--- config.mk ---
export PLATFORM = sky130hd
export DESIGN_NAME = pipe_hazard_ctrl
export DESIGN_NICKNAME = d
export VERILOG_FILES = /design/src/rtl/pipe_hazard_ctrl.sv
export SDC_FILE = /design/constraint.sdc
export NUM_CORES = 1
export LEC_CHECK = 0
export ABC_AREA = 0
export CORE_MARGIN = 2
export CORE_UTILIZATION = 46
export CTS_CLUSTER_DIAMETER = 60
export DETAILED_ROUTE_END_ITERATION = 6
export PLACE_DENSITY = 0.79
export SETUP_SLACK_MARGIN = 0.05
export SLEW_MARGIN = 25
export SYNTH_ARGS = -nofsm -noshare
export SYNTH_HDL_FRONTEND = slang
export SYNTH_SLANG_ARGS = --single-unit
--- constraint.sdc ---
create_clock -name clk -period 2.55 [get_ports clk]
set_input_delay 0.3825 -clock clk [delete_from_list [all_inputs] [get_ports clk]]
set_output_delay 0.3825 -clock clk [all_outputs]
set_load 0.02 [all_outputs]
--- src/rtl/pipe_hazard_ctrl.sv ---
// Pipeline sequencer: per-stage load enables, bubbles, load-use stalls, branch squash and dmem freeze.
// Pure control; a dmem access that outlives DMEM_TIMEOUT wait cycles parks the pipeline in ERR until reset.
module pipe_hazard_ctrl #(
   parameter int DMEM_TIMEOUT = 15,
   parameter int REG_W        = 5
) (
   input  logic             clk,
   input  logic             pc_rst,
   input  logic [REG_W-1:0] d_rs,
   input  logic [REG_W-1:0] d_rt,
   input  logic             e_memRead,
   input  logic [REG_W-1:0] e_writeReg,
   input  logic             e_branchTaken,
   input  logic             m_memRead,
   input  logic             m_memWrite,
   input  logic             dmem_ack,
   output logic             dmem_req,
   output logic             pc_en,
   output logic             f_d_en,
   output logic             d_e_en,
   output logic             e_m_en,
   output logic             m_w_en,
   output logic             f_d_flush,
   output logic             d_e_flush,
   output logic             dmem_err,
   output logic [15:0]      stall_cnt
);

   typedef enum logic [1:0] {
      S_RUN      = 2'd0,
      S_MEM_WAIT = 2'd1,
      S_ERR      = 2'd2
   } state_t;

   localparam logic [7:0] LP_WAIT_LAST = 8'(DMEM_TIMEOUT - 1);

   state_t      r_state;
   state_t      w_state_nxt;
   logic [7:0]  r_wait_cnt;
   logic [7:0]  w_wait_cnt_nxt;
   logic        r_dmem_err;
   logic        w_dmem_err_nxt;
   logic [15:0] r_stall_cnt;

   logic w_mem_access;
   logic w_load_use;
   logic w_req;
   logic w_busy;
   logic w_pc_en;
   logic w_f_d_en;
   logic w_d_e_en;
   logic w_e_m_en;
   logic w_m_w_en;
   logic w_f_d_flush;
   logic w_d_e_flush;

   assign w_mem_access = m_memRead | m_memWrite;

   // $0 is hardwired, so a load targeting it can never feed a dependent instruction.
   assign w_load_use = e_memRead & (e_writeReg != '0) &
                       ((e_writeReg == d_rs) | (e_writeReg == d_rt));

   always_comb begin
      w_state_nxt    = r_state;
      w_wait_cnt_nxt = r_wait_cnt;
      w_dmem_err_nxt = r_dmem_err;
      w_req          = 1'b0;
      w_busy         = 1'b0;
      w_pc_en        = 1'b0;
      w_f_d_en       = 1'b0;
      w_d_e_en       = 1'b0;
      w_e_m_en       = 1'b0;
      w_m_w_en       = 1'b0;
      w_f_d_flush    = 1'b0;
      w_d_e_flush    = 1'b0;

      case (r_state)
         S_RUN, S_MEM_WAIT: begin
            w_req  = w_mem_access;
            w_busy = w_req & ~dmem_ack;
            if (w_busy) begin
               if (r_state == S_RUN) begin
                  w_state_nxt = S_MEM_WAIT;
               end else if (r_wait_cnt == LP_WAIT_LAST) begin
                  w_state_nxt    = S_ERR;
                  w_dmem_err_nxt = 1'b1;
               end else begin
                  w_wait_cnt_nxt = r_wait_cnt + 8'd1;
               end
            end else begin
               w_state_nxt    = S_RUN;
               w_wait_cnt_nxt = 8'd0;
               if (e_branchTaken) begin
                  // Squash IF and ID; the load-use check is moot for a squashed instruction.
                  w_pc_en     = 1'b1;
                  w_f_d_en    = 1'b1;
                  w_d_e_en    = 1'b1;
                  w_e_m_en    = 1'b1;
                  w_m_w_en    = 1'b1;
                  w_f_d_flush = 1'b1;
                  w_d_e_flush = 1'b1;
               end else if (w_load_use) begin
                  // Hold IF/ID for one cycle and push a bubble into EX.
                  w_d_e_en    = 1'b1;
                  w_e_m_en    = 1'b1;
                  w_m_w_en    = 1'b1;
                  w_d_e_flush = 1'b1;
               end else begin
                  w_pc_en  = 1'b1;
                  w_f_d_en = 1'b1;
                  w_d_e_en = 1'b1;
                  w_e_m_en = 1'b1;
                  w_m_w_en = 1'b1;
               end
            end
         end
         default: begin
            w_state_nxt = S_ERR;
         end
      endcase
   end

   always_ff @(posedge clk or negedge pc_rst) begin
      if (!pc_rst) begin
         r_state     <= S_RUN;
         r_wait_cnt  <= 8'd0;
         r_dmem_err  <= 1'b0;
         r_stall_cnt <= 16'd0;
      end else begin
         r_state    <= w_state_nxt;
         r_wait_cnt <= w_wait_cnt_nxt;
         r_dmem_err <= w_dmem_err_nxt;
         if (!w_pc_en && (r_stall_cnt != 16'hFFFF)) begin
            r_stall_cnt <= r_stall_cnt + 16'd1;
         end
      end
   end

   // Reset gates every combinational control so nothing loads while reset is asserted.
   assign dmem_req  = pc_rst & w_req;
   assign pc_en     = pc_rst & w_pc_en;
   assign f_d_en    = pc_rst & w_f_d_en;
   assign d_e_en    = pc_rst & w_d_e_en;
   assign e_m_en    = pc_rst & w_e_m_en;
   assign m_w_en    = pc_rst & w_m_w_en;
   assign f_d_flush = pc_rst & w_f_d_flush;
   assign d_e_flush = pc_rst & w_d_e_flush;
   assign dmem_err  = r_dmem_err;
   assign stall_cnt = r_stall_cnt;

endmodule

==> impl_metrics.yaml, run 1 <==
clocking:
  root_buffer: "clkbuf_4"
  clk_pin_slew_ps: 150
  ctsHoldBuffers: 0
  tritoncts: "done"
  numCtsBuffers: 3
  cts_max_level: 1
  cts.sinks: 27
  clk_path_buf_depth: 2
  clkLatencyLatePin_ps: 330
drt:
  route.detailed.drc: 0
  vias: 1288
  drtIter0Drc: 29
  wl_um: 3310
  drtPass1Iterations: 3
  wl_per_cell_um: 13.3
  ant_nets: 0
  via_per_inst: 5.19
critical_path:
  critical_path_class: "in2out"
  end_kind: "output pin"
  cp-startpoint: "e_writeReg[2]"
  r2r-start: "stall_cnt[0]$_DFFE_PN0P_"
  cp-start-kind: "input port"
  cp_max_fo: 3
  arrival_ps: 2080
  cp_data_required_time_ps: 2170
timing:
  setup_viol: 0
  worst_hold_slack_ps: 463
  fmax_mhz: 407
  finalCriticalPeriod_ps: 2460
  skew_ps: 6.90
  rsz0062_at_grt: "true"
  max_slew_margin_pct: 59.7
  final_max_slew_viol_count: 0
  period_share_pct: 96.4
  worst_pin_slew_ps: 599
  hold_viol: 0
placed_design:
  gp_congestion: 0.858
  dp_hpwl_um: 2530
  portBuffers: 46
floorplan:
  ioPinCount: 47
  die_y_um: 61.3
  core_um2: 3080
  die_w_um: 61.3
  die_area_um2: 3760
  initial_core_util_pct: 49.1
  rows: 20
logic_synthesis:
  synth-compound-area-share_pct: 9.60
  seq_area_frac_synth_pct: 44.7
  yosysWarnings: 0
  yosysTopAreaCell: "dfrtp_1"
  synth_mux_area_share_pct: 1.41
  synthAdderAreaFrac_pct: 2.48
  synth_top_area_share_pct: 44.7
  syn_avg_cell_area_um2: 10.2
  synth.net_count: 173
  synth_area_leaders: "dfrtp_1 (45%), xor2_1 (9.3%), xnor2_1 (7.5%)"
  synth_simple_gate_area_share_pct: 21.8
  synth_seq_cells: 27
  postSynthCellCount: 148
  synth_top_family_by_area: "simple AND/OR/NAND/NOR gates"
  yosys.area_share.xor_xnor_pct: 16.8
  synthesis.area_um2: 1510
  yosysUniqueCellTypes: 40
grt:
  grt_pass1_vias: 1246
  antenna_found_initial: 0
  grt_usage_pct: 19.6
  grt_max_degree: 28
  grt_pass1_wl_um: 5420
  grt-ovfl-total: 0
min_path:
  hold_class: "in2async"
final_layout:
  fillers: 244
  nets: 230
  drive_above_1_share_pct: 14.2
  utilization_pct: 68.3
  n_antenna_cell: 0
  syn_to_final_growth_pct: 39.1
flow_run:
  drv_cap: 0
power:
  leakagePower_nw: 0.881
  p_per_area_nw_per_um2: 523
  ir_drop_v: 0.000190
run_status:
  outcome: "finished clean"
[stage by stage]
step	setup WS (ps)	area [µm²]	instances	power, mW	TNS (ps)
final	91.0	2100	248	1.10	0
after global placement	-90.5	2060	243	0.910	-270
after CTS	71.9	2090	247	1.11	0
after floorplan	509	1510	148	0.732	0
after detailed placement	-176	2060	243	0.924	-499
after global routing	4.30	2100	248	1.16	0
[cell usage in the layout (no fill, tap or decap), types with 2 or more instances in the layout]
cell type        instances
clkdlybuf4s50_1         43
dfrtp_1                 27
nor2_1                  16
xor2_1                  16
xnor2_1                 13
buf_4                   10
nand2_1                  8
nand4_1                  8
nand3_1                  8
inv_1                    4
and2_1                   3
a21oi_1                  3
and3_2                   3
ha_1                     3
clkbuf_4                 3
nor3_2                   2
or3_1                    2
and3_1                   2
nor3_1                   2
a21o_1                   2
dlygate4sd2_1            2
[report_power, final]
group	internal (mW)	leakage [nW]	switching (mW)
Sequential	0.477	0.364	0.0667
Combinational	0.195	0.503	0.175
Clock	0.0613	0.0150	0.126
Total	0.733	0.881	0.367
[state kept, by name (all words and copies together), names as in the netlist]
name,cells
stall_cnt,16
r_wait_cnt,8
dmem_err,1
r_state,2
[worst max-delay path, cell delays in order]
cell,delay (ps)
clkdlybuf4s50_1,460
or4_1,540
o21ai_2,200
o31a_1,170
dlygate4sd2_1,340
[cells in the mapped netlist, drive strengths merged]
cell    instances
a22oi           1
a311o           1
o21ba           1
inv             4
a41oi           1
nor3            4
a21oi           3
xnor2          13
or4             1
ha              3
buf             4
xor2           16
o31a            1
o31ai           1
nand4b          1
o41ai           1
mux2            1
and2            3
nor4bb          1
nor2           16
o21a            1
nand4           8
o21ai           3
nand3           8
a21o            2
nor4            1
and3            5
or2             1
nand2b          1
mux2i           1
or3             2
and4            1
dfrtp          27
a31o            1
o22ai           1
nand2           8
[final timing paths]
check | endpoint | slack, ps | depth (start not counted)
hold / removal | stall_cnt[14]$_DFFE_PN0P_ | 460 | 2
max in group asynchronous | stall_cnt[3]$_DFFE_PN0P_ | 1830 | 2
setup reg to reg | stall_cnt[1]$_DFFE_PN0P_ | 330 | 6
setup / recovery | f_d_en | 90 | 5
min in group clk | dmem_err$_DFFE_PN0P_ | 480 | 1
hold reg to reg | dmem_err$_DFFE_PN0P_ | 480 | 1
[area by class of cell]
| class | count | area [µm²] | share of cell area, % |
|---|---|---|---|
| clock buffer | 4 | 26.3 | 1.25 |
| inverter | 4 | 15.0 | 0.714 |
| multi-input combinational | 113 | 802 | 38.2 |
| sequential | 27 | 676 | 32.1 |
| tap | 44 | 55.1 | 2.62 |
| timing repair buffer | 56 | 528 | 25.1 |
[timing repair]
| action | CTS | global route |
|---|---|---|
| pin swaps | 1 | 1 |
| setup endpoints to repair | 3 | 3 |
| buffers inserted | 0 | 1 |
| resized for setup | 5 | 3 |
| hold endpoints to repair | 0 | 0 |
[per-layer routing]
layer / up-vias / wire length, µm / share of wire, % / GRT usage [%]
li1: 636 / - / - / -
met1: 611 / 1460 / 44 / 23.9
met2: 34 / 1640 / 50 / 33.4
met3: 7 / 133 / 4.0 / 3.36
met4: 0 / 74 / 2.2 / 9.63
met5: - / 0 / 0 / 0
[cell families (layout without fill, tap and decap cells)]
logic type | after synthesis | in the layout
simple gates | 61 | 61
fa+ha+maj | 3 | 3
mux | 2 | 2
xor+xnor | 29 | 29
compound gates | 18 | 18
flops | 27 | 27
buf+inv | 8 | 64
Power figures use the tool's default switching activity.
==> run 2: changes to the inputs <==
CORE_UTILIZATION = 42   (was 46)
PLACE_DENSITY = 0.76   (was 0.79)
clock period = 2.1 ns   (was 2.55 ns; I/O delays follow)
==> run 2 against run 1 <==
Compared with the run above:
- cell count up 8.1%
- clock power grew 25%
- non-clock buffer count is 18 higher
- clock skew increased by 6.4 ps
- power rose by 34%
- setup slack improved by 16 ps
- die area up 8.9%
==> impl_metrics.yaml, run 2 (synthesized netlist as in run 1, its figures left out) <==
run_status:
  outcome: "finished clean"
floorplan:
  die_y_um: 64.0
  rows: 21
  ioPinCount: 47
  core_um2: 3390
  die_w_um: 64.0
  die_area_um2: 4090
  initial_core_util_pct: 44.6
drt:
  wl_per_cell_um: 14.5
  wl_um: 3880
  via_per_inst: 5.19
  ant_nets: 0
  drtIter0Drc: 84
  route.detailed.drc: 0
  drtPass1Iterations: 4
  vias: 1391
power:
  p_per_area_nw_per_um2: 639
  leakagePower_nw: 1.09
  ir_drop_v: 0.000275
timing:
  tns_ps: 0
  period_share_pct: 94.9
  setup_viol: 0
  finalCriticalPeriod_ps: 1990
  worst_hold_slack_ps: 428
  final_max_slew_viol_count: 0
  rsz0062_at_grt: "true"
  worst_pin_slew_ps: 572
  hold_viol: 0
  max_slew_margin_pct: 61.5
  fmax_mhz: 502
  skew_ps: 13.3
clocking:
  clk_path_buf_depth: 2
  tritoncts: "done"
  numCtsBuffers: 3
  clk_pin_slew_ps: 150
  clkLatencyLatePin_ps: 330
  root_buffer: "clkbuf_4"
  cts.sinks: 27
  cts_max_level: 1
placed_design:
  dp_hpwl_um: 2960
  dp.cells: 257
  gp_congestion: 0.866
  portBuffers: 46
critical_path:
  rr_worst_depth: 8
  r2r_end: "stall_cnt[1]$_DFFE_PN0P_"
  cp_data_required_time_ps: 2320
  cp_slowest_cell: "dfrtp_1"
  critPathMaxStageDelay_ps: 390
  crit_end: "stall_cnt[1]$_DFFE_PN0P_"
  cp-startpoint: "stall_cnt[1]$_DFFE_PN0P_"
  cp_max_fo: 9
  crit_chain: "ha_2 -> nand4_1 -> nor4bb_4 -> buf_4 -> a31o_4 -> o21ai_4 -> buf_12 -> mux2_2"
  end_kind: "flop"
  regToRegSetupSlack_ps: 110
  r2r-start: "stall_cnt[1]$_DFFE_PN0P_"
  critical_path_class: "reg2reg"
  cp-start-kind: "flop"
  arrival_ps: 2220
grt:
  grt_pass1_vias: 1420
  grt_max_degree: 28
  antenna_found_initial: 0
  grt_pass1_wl_um: 6330
  grt_usage_pct: 19.7
  grt-ovfl-total: 0
flow_run:
  drv_cap: 0
final_layout:
  syn_to_final_growth_pct: 52.5
  drive_above_1_share_pct: 25.2
  layout_commonest_cell: "buf_4"
  finalNonFillerCells: 268
  n_antenna_cell: 0
  largest_reg_flops: 16
  final_cell_mix: "buf_4 (26), dfrtp_1 (25), clkdlybuf4s50_1 (24)"
  nets: 248
min_path:
  hold_class: "in2async"
-- run 2: cell count changes in the layout (fill, tap and decap cells not counted), sizes merged --
| cell | before | now |
|---|---|---|
| buf | 10 | 30 |
| clkbuf | 5 | 6 |
| clkdlybuf4s15 | 0 | 2 |
| clkdlybuf4s50 | 43 | 24 |
| dlygate4sd2 | 2 | 9 |
| dlymetal6s2s | 0 | 7 |
-- run 2: worst max-delay path, delay by kind of cell, from the launching register on --
kind	cells	cell delay [ps]
AOI/OAI and AO/OA	2	210
adders and majority gates	1	200
buffers and inverters	2	300
DFF	1	390
muxes	1	270
and+or+nand+nor	2	520
-- run 2: how the worst min path moves through the flow --
stage / start / cells past startpoint / to
final: pc_rst / 2 / r_wait_cnt[1]$_DFFE_PN0P_
after global routing: pc_rst / 2 / r_wait_cnt[1]$_DFFE_PN0P_
after CTS: pc_rst / 2 / r_wait_cnt[7]$_DFFE_PN0P_
after detailed placement: dmem_err$_DFFE_PN0P_ / 1 / dmem_err$_DFFE_PN0P_
after global placement: dmem_err$_DFFE_PN0P_ / 1 / dmem_err$_DFFE_PN0P_
after floorplan: pc_rst / 0 / dmem_err$_DFFE_PN0P_
-- run 2: metrics by stage --
step,instance area [µm²],worst slack (ps),utilization [%],power [mW]
2_1_floorplan,1510,59.3,-,0.889
3_3_place_gp,2150,-403,63.5,1.17
3_5_place_dp,2150,-467,63.5,1.19
4_1_cts,2240,9.70,66.2,1.45
5_1_grt,2300,-20.0,68.0,1.55
6_report,2300,107,68.0,1.47
-- run 2: area by class of cell --
| type | count | area [µm²] |
|---|---|---|
| fillers | 252 | 1080 |
| multi-input cells | 113 | 848 |
| repair buffers | 74 | 679 |
| flip-flops and latches | 27 | 678 |
| well taps | 46 | 57.6 |
| clock buffers | 4 | 26.3 |
| inverters | 4 | 15.0 |
-- run 2: metal layers --
layer	vias up	wire (µm)	GRT usage, %
li1	668	-	-
met1	675	1510	22.1
met2	40	2130	35.5
met3	8	164	4.05
met4	0	72	8.70
met5	-	0	0
-- run 2: report_power, final --
group / switching [mW] / leakage [nW] / internal, mW
Sequential: 0.0473 / 0.361 / 0.580
Clock: 0.159 / 0.0150 / 0.0746
Combinational: 0.281 / 0.711 / 0.330
-- run 2: what timing repair did --
action	CTS	global route
setup endpoints to repair	11	20
hold buffers	0	0
pin swaps	11	12
setup buffers	5	2
resized for setup	30	19
